## src/rtl/hazard_stall_ctrl_if.sv

```systemverilog
`default_nettype none
// ============================================================================
// Module   : hazard_stall_ctrl_if
// Brief    : Pipeline-side hazard inputs and stall-control outputs grouped
//            for the load-use / memory-busy stall controller.
// Revision : 1.0  initial release
// ============================================================================
interface hazard_stall_ctrl_if #(
  parameter int REG_W = 5,
  parameter int CNT_W = 32
);
  logic [REG_W-1:0] rd_ex;
  logic             is_load_ex;
  logic [REG_W-1:0] ra_id;
  logic [REG_W-1:0] rb_id;
  logic             ra_used_id;
  logic             rb_used_id;
  logic             mem_busy;
  logic             flush_ex;
  logic             stall_pc;
  logic             stall_id;
  logic             bubble_ex;
  logic             freeze_all;
  logic [CNT_W-1:0] stall_cnt;

  // Pipeline side drives hazard information and consumes stall controls.
  modport master (
    output rd_ex, is_load_ex, ra_id, rb_id, ra_used_id, rb_used_id,
           mem_busy, flush_ex,
    input  stall_pc, stall_id, bubble_ex, freeze_all, stall_cnt
  );

  modport slave (
    input  rd_ex, is_load_ex, ra_id, rb_id, ra_used_id, rb_used_id,
           mem_busy, flush_ex,
    output stall_pc, stall_id, bubble_ex, freeze_all, stall_cnt
  );
endinterface
`default_nettype wire

```

## src/rtl/hazard_stall_ctrl.sv

```systemverilog
`default_nettype none
// ============================================================================
// Module   : hazard_stall_ctrl
// Brief    : Load-use hazard detector inserting LOAD_LAT bubbles, with
//            memory-busy freeze, branch-flush priority and a saturating
//            load-use stall-cycle counter.
// Revision : 1.0  initial release
// ============================================================================
module hazard_stall_ctrl #(
  parameter int REG_W       = 5,
  parameter int LOAD_LAT    = 1,
  parameter int ZERO_EXEMPT = 1,
  parameter int CNT_W       = 32
) (
  input  wire logic         clk,
  input  wire logic         rst_n,
  hazard_stall_ctrl_if.slave bus
);

  typedef enum logic [0:0] {
    ST_IDLE   = 1'b0,
    ST_LSTALL = 1'b1
  } state_t;

  localparam logic [3:0] C_REM_INIT = 4'(LOAD_LAT - 1);

  state_t           r_state;
  state_t           w_state_nxt;
  logic [3:0]       r_rem;
  logic [3:0]       w_rem_nxt;
  logic [CNT_W-1:0] r_stall_cnt;
  logic             w_cnt_inc;
  logic             w_exempt;
  logic             w_hz;
  logic             w_stall_pc;
  logic             w_stall_id;
  logic             w_bubble_ex;
  logic             w_freeze_all;

  generate
    if (ZERO_EXEMPT != 0) begin : g_zero_exempt
      assign w_exempt = (bus.rd_ex == '0);
    end else begin : g_no_zero_exempt
      assign w_exempt = 1'b0;
    end
  endgenerate

  assign w_hz = bus.is_load_ex
              & ((bus.ra_used_id & (bus.ra_id == bus.rd_ex))
               | (bus.rb_used_id & (bus.rb_id == bus.rd_ex)))
              & ~w_exempt;

  // Priority: memory freeze, then flush, then load-use stall.
  always_comb begin
    w_state_nxt  = r_state;
    w_rem_nxt    = r_rem;
    w_cnt_inc    = 1'b0;
    w_stall_pc   = 1'b0;
    w_stall_id   = 1'b0;
    w_bubble_ex  = 1'b0;
    w_freeze_all = 1'b0;

    if (!rst_n) begin
      w_state_nxt = ST_IDLE;
      w_rem_nxt   = 4'd0;
    end else if (bus.mem_busy) begin
      w_freeze_all = 1'b1;
      w_stall_pc   = 1'b1;
      w_stall_id   = 1'b1;
    end else if (bus.flush_ex) begin
      w_bubble_ex = 1'b1;
      w_state_nxt = ST_IDLE;
      w_rem_nxt   = 4'd0;
    end else if (r_state == ST_IDLE) begin
      if (w_hz) begin
        w_stall_pc  = 1'b1;
        w_stall_id  = 1'b1;
        w_bubble_ex = 1'b1;
        w_cnt_inc   = 1'b1;
        if (LOAD_LAT > 1) begin
          w_state_nxt = ST_LSTALL;
          w_rem_nxt   = C_REM_INIT;
        end
      end
    end else begin
      // EX holds a bubble here, so the hazard term is not consulted.
      w_stall_pc  = 1'b1;
      w_stall_id  = 1'b1;
      w_bubble_ex = 1'b1;
      w_cnt_inc   = 1'b1;
      w_rem_nxt   = r_rem - 4'd1;
      if (r_rem == 4'd1) begin
        w_state_nxt = ST_IDLE;
      end
    end
  end

  always_ff @(posedge clk) begin
    if (!rst_n) begin
      r_state     <= ST_IDLE;
      r_rem       <= 4'd0;
      r_stall_cnt <= '0;
    end else begin
      r_state <= w_state_nxt;
      r_rem   <= w_rem_nxt;
      if (w_cnt_inc && !(&r_stall_cnt)) begin
        r_stall_cnt <= r_stall_cnt + 1'b1;
      end
    end
  end

  assign bus.stall_pc   = w_stall_pc;
  assign bus.stall_id   = w_stall_id;
  assign bus.bubble_ex  = w_bubble_ex;
  assign bus.freeze_all = w_freeze_all;
  assign bus.stall_cnt  = rst_n ? r_stall_cnt : '0;

endmodule
`default_nettype wire

```

## src/flat_wrapper.sv

```systemverilog
// flat-port wrapper written by rule: the top's interface ports become plain ports
module hazard_stall_ctrl_flat 
#(
  parameter int REG_W       = 5,
  parameter int LOAD_LAT    = 1,
  parameter int ZERO_EXEMPT = 1,
  parameter int CNT_W       = 32
)
  (clk, rst_n, bus_rd_ex, bus_is_load_ex, bus_ra_id, bus_rb_id, bus_ra_used_id, bus_rb_used_id, bus_mem_busy, bus_flush_ex, bus_stall_pc, bus_stall_id, bus_bubble_ex, bus_freeze_all, bus_stall_cnt);
  hazard_stall_ctrl_if #(.REG_W(REG_W), .CNT_W(CNT_W)) bus_i ();
  input  wire logic clk;
  input  wire logic rst_n;
  input wire logic [$bits(bus_i.rd_ex)-1:0] bus_rd_ex;
  input wire logic [$bits(bus_i.is_load_ex)-1:0] bus_is_load_ex;
  input wire logic [$bits(bus_i.ra_id)-1:0] bus_ra_id;
  input wire logic [$bits(bus_i.rb_id)-1:0] bus_rb_id;
  input wire logic [$bits(bus_i.ra_used_id)-1:0] bus_ra_used_id;
  input wire logic [$bits(bus_i.rb_used_id)-1:0] bus_rb_used_id;
  input wire logic [$bits(bus_i.mem_busy)-1:0] bus_mem_busy;
  input wire logic [$bits(bus_i.flush_ex)-1:0] bus_flush_ex;
  output wire logic [$bits(bus_i.stall_pc)-1:0] bus_stall_pc;
  output wire logic [$bits(bus_i.stall_id)-1:0] bus_stall_id;
  output wire logic [$bits(bus_i.bubble_ex)-1:0] bus_bubble_ex;
  output wire logic [$bits(bus_i.freeze_all)-1:0] bus_freeze_all;
  output wire logic [$bits(bus_i.stall_cnt)-1:0] bus_stall_cnt;
  assign bus_i.rd_ex = bus_rd_ex;
  assign bus_i.is_load_ex = bus_is_load_ex;
  assign bus_i.ra_id = bus_ra_id;
  assign bus_i.rb_id = bus_rb_id;
  assign bus_i.ra_used_id = bus_ra_used_id;
  assign bus_i.rb_used_id = bus_rb_used_id;
  assign bus_i.mem_busy = bus_mem_busy;
  assign bus_i.flush_ex = bus_flush_ex;
  assign bus_stall_pc = bus_i.stall_pc;
  assign bus_stall_id = bus_i.stall_id;
  assign bus_bubble_ex = bus_i.bubble_ex;
  assign bus_freeze_all = bus_i.freeze_all;
  assign bus_stall_cnt = bus_i.stall_cnt;
  hazard_stall_ctrl #(.REG_W(REG_W), .LOAD_LAT(LOAD_LAT), .ZERO_EXEMPT(ZERO_EXEMPT), .CNT_W(CNT_W)) u_core (.clk(clk), .rst_n(rst_n), .bus(bus_i));
endmodule
```

## config.mk

```make
export PLATFORM = sky130hd
export DESIGN_NAME = hazard_stall_ctrl_flat
export DESIGN_NICKNAME = d
export VERILOG_FILES = /design/src/rtl/hazard_stall_ctrl_if.sv /design/src/rtl/hazard_stall_ctrl.sv /design/src/flat_wrapper.sv
export SDC_FILE = /design/constraint.sdc
export NUM_CORES = 1
export LEC_CHECK = 0
export CAP_MARGIN = 20
export CORE_ASPECT_RATIO = 0.6
export CORE_MARGIN = 4
export CORE_UTILIZATION = 46
export CTS_CLUSTER_SIZE = 16
export DETAILED_ROUTE_END_ITERATION = 6
export PLACE_DENSITY_LB_ADDON = 0.2
export SLEW_MARGIN = 20
export SYNTH_ARGS = -nofsm -noshare
export SYNTH_HDL_FRONTEND = slang
export SYNTH_SLANG_ARGS = --single-unit
```

## constraint.sdc

```tcl
create_clock -name clk -period 2.1 [get_ports clk]
set_input_delay 0.42 -clock clk [delete_from_list [all_inputs] [get_ports clk]]
set_output_delay 0.42 -clock clk [all_outputs]
set_load 0.01 [all_outputs]
```

==> results.json <==
{
  "stdcell_count": 483,
  "post_drt_wl_per_cell_um": 15.8,
  "syn_avg_cell_area_sq_um": 8.14,
  "gp_congestion": 0.821,
  "core_area_sq_um": 5200,
  "io_buffers": 57,
  "yosysWarnings": 0,
  "ctsHoldBuffers": 0,
  "pwr_density_cell_nw_per_um2": 383,
  "critPathArrivalTime_ps": 1640,
  "outcome": "finished, final reports clean",
  "grt_pass1_vias": 2631,
  "nets": 441,
  "max_slew_margin_pct": 73.3,
  "clkTransAtPathRegs_ps": 70,
  "dr.pass1.iters": 4,
  "grt_pass1_wl_um": 12400,
  "root_buffer": "clkbuf_8",
  "setup.worst_path.start_class": "input pin",
  "cts_made_buffers": 5,
  "vias": 2721,
  "timing.final.crit_share_pct": 98.1,
  "grt_usage_pct": 22.1,
  "cts.htree.levels": 2,
  "dp.cells": 474,
  "timing.hold.ws_ps": 484,
  "fmax_mhz": 485,
  "drcViolationCount": 0,
  "worst_slack_ps": 39.8,
  "worstPathMaxFanout": 2,
  "tns_ps": 0,
  "cts_tree": "yes",
  "viasPerCell": 5.63,
  "ys_seq_elements": 37,
  "min_period_ps": 2060,
  "grt.overflow.total": 0,
  "antenna_found_initial": 0,
  "drv_cap": 0,
  "io_pins": 58,
  "finalHoldViolations": 0,
  "hold_path_class": "register to register",
  "num_rows": 20,
  "end_kind": "primary output",
  "syn_area_sq_um": 2540,
  "clk_latency_ps": 300,
  "post_dp_cell_area_sq_um": 3540,
  "clockBufferDepth": 2,
  "synth_nets": 337,
  "die-area_sq_um": 6810,
  "fin_util_pct": 72.3,
  "total_power_mw": 1.44,
  "grt_max_degree": 29,
  "synth.yosys.seq_area_share_pct": 29.2,
  "initial_core_util_pct": 48.8,
  "p_leak_nw": 1.62,
  "synthDistinctLibCells": 45,
  "drt_iter0_drc": 160,
  "ir_drop_uv": 268,
  "fp.dieH_um": 65.5,
  "maxSlewViolCount": 0,
  "synth_edf_count": 0,
  "async_reset_ff_share_pct": 0,
  "chipWidth_um": 104,
  "cts_num_sinks": 37,
  "required_ps": 1680,
  "syn_to_final_growth_pct": 48.3,
  "path_class": "input pin to primary output",
  "dp_slack_ps": -856,
  "layout-drive-gt1-share_pct": 33.6,
  "insertedDiodeCount": 0,
  "synthFlopType": "dfxtp_1",
  "finalSetupViolations": 0,
  "dpl.hpwl_um": 5660,
  "synth_cells": 312,
  "ant_nets": 0,
  "grt_setup_unrepaired": "true",
  "clock_skew_ps": 12.0,
  "worstMarginPinSlew_ps": 397,
  "wl_um": 7610,
  "design_area_sq_um": 3760
}
## state kept, by name, indices dropped and copies added, names as in the netlist
name	cells
u_core.r_rem	4
u_core.r_stall_cnt	32
u_core.r_state	1
## layout make-up
cell class | count | area, sq um
multi-input combinational | 241 | 1830
fill | 413 | 1440
timing repair buffer | 116 | 955
sequential | 37 | 741
clock buffer | 7 | 96.3
tap | 66 | 82.6
inverter | 15 | 56.3
clock inverter | 1 | 5.00
## repair_timing
item                       4_1_cts  5_1_grt
pin swaps                       16       17
resized for setup               55       47
setup endpoints to repair       68       45
setup buffers                    1        0
## Yosys cell counts, types with 3 or more instances
library cell  instances  area, sq um
dfxtp_1              37          741
nor2_1               33          124
and2_1               26          163
nand2_1              25         93.8
mux2_2               20          225
nand4_1              16          100
inv_1                15         56.3
nor4_1               14         87.6
a21oi_1              12         60.1
clkbuf_1             11         41.3
nor3_1               11         55.1
xnor2_1              10         87.6
or4_1                 8         60.1
o31ai_1               7         52.6
mux2i_1               6         60.1
nand3_1               6         30.0
o21ai_0               6         30.0
o211ai_1              4         30.0
or3_1                 4         25.0
and3_1                3         18.8
buf_2                 3         15.0
ha_1                  3         37.5
nor4_4                3         63.8
o41ai_1               3         26.3
## per-layer routing
| layer | track usage (%) | wire (um) |
|---|---|---|
| met4 | 5.14 | 112 |
| met3 | 4.32 | 385 |
| met2 | 35.6 | 3310 |
| met5 | 0 | 0 |
| met1 | 30.8 | 3810 |
## logic make-up after synthesis
kind of cell / synth area share, %
buffers and inverters: 5.96
adders and majority gates: 1.48
DFF: 29.2
and+or+nand+nor: 38.2
muxes: 11.2
AOI/OAI and AO/OA: 10.4
xor gates and xnor gates: 3.45
## path summary, 6_finish.rpt
check / startpoint / end / slack [ps] / cells past startpoint
max reg2reg: u_core.r_stall_cnt[15] / u_core.r_stall_cnt[1] / 70 / 6
min: u_core.r_rem[3] / u_core.r_rem[3] / 480 / 2
min reg2reg: u_core.r_rem[3] / u_core.r_rem[3] / 480 / 2
max: bus_ra_id[0] / bus_stall_id / 40 / 7
## power breakdown
part           switching (mW)  internal [mW]
registers           0.0000750          0.701
clock network           0.270          0.297
logic                  0.0898         0.0843
## cell usage in the layout, fill, tap and decap left out, types with 6 or more instances in the layout
| cell | count |
|---|---|
| mux2i_1 | 6 |
| nor4_2 | 6 |
| or4_1 | 7 |
| clkbuf_2 | 9 |
| and2_1 | 26 |
| mux2_2 | 20 |
| nand3_1 | 6 |
| nand4_1 | 16 |
| a21oi_1 | 12 |
| nor2_1 | 33 |
| nand2_1 | 22 |
| buf_4 | 58 |
| nor4_1 | 7 |
| nor3_1 | 11 |
| o31ai_1 | 6 |
| xnor2_1 | 7 |
| clkbuf_8 | 7 |
| inv_1 | 15 |
| dfxtp_1 | 37 |
| clkdlybuf4s50_1 | 31 |
## worst max-delay path, stage by stage
cell           delay [ps]
dlygate4sd2_1         240
xnor2_1               170
nand2_2                80
o22a_1                230
o21ai_2               180
a31o_2                200
buf_6                 110
Power figures use the tool's default switching activity.
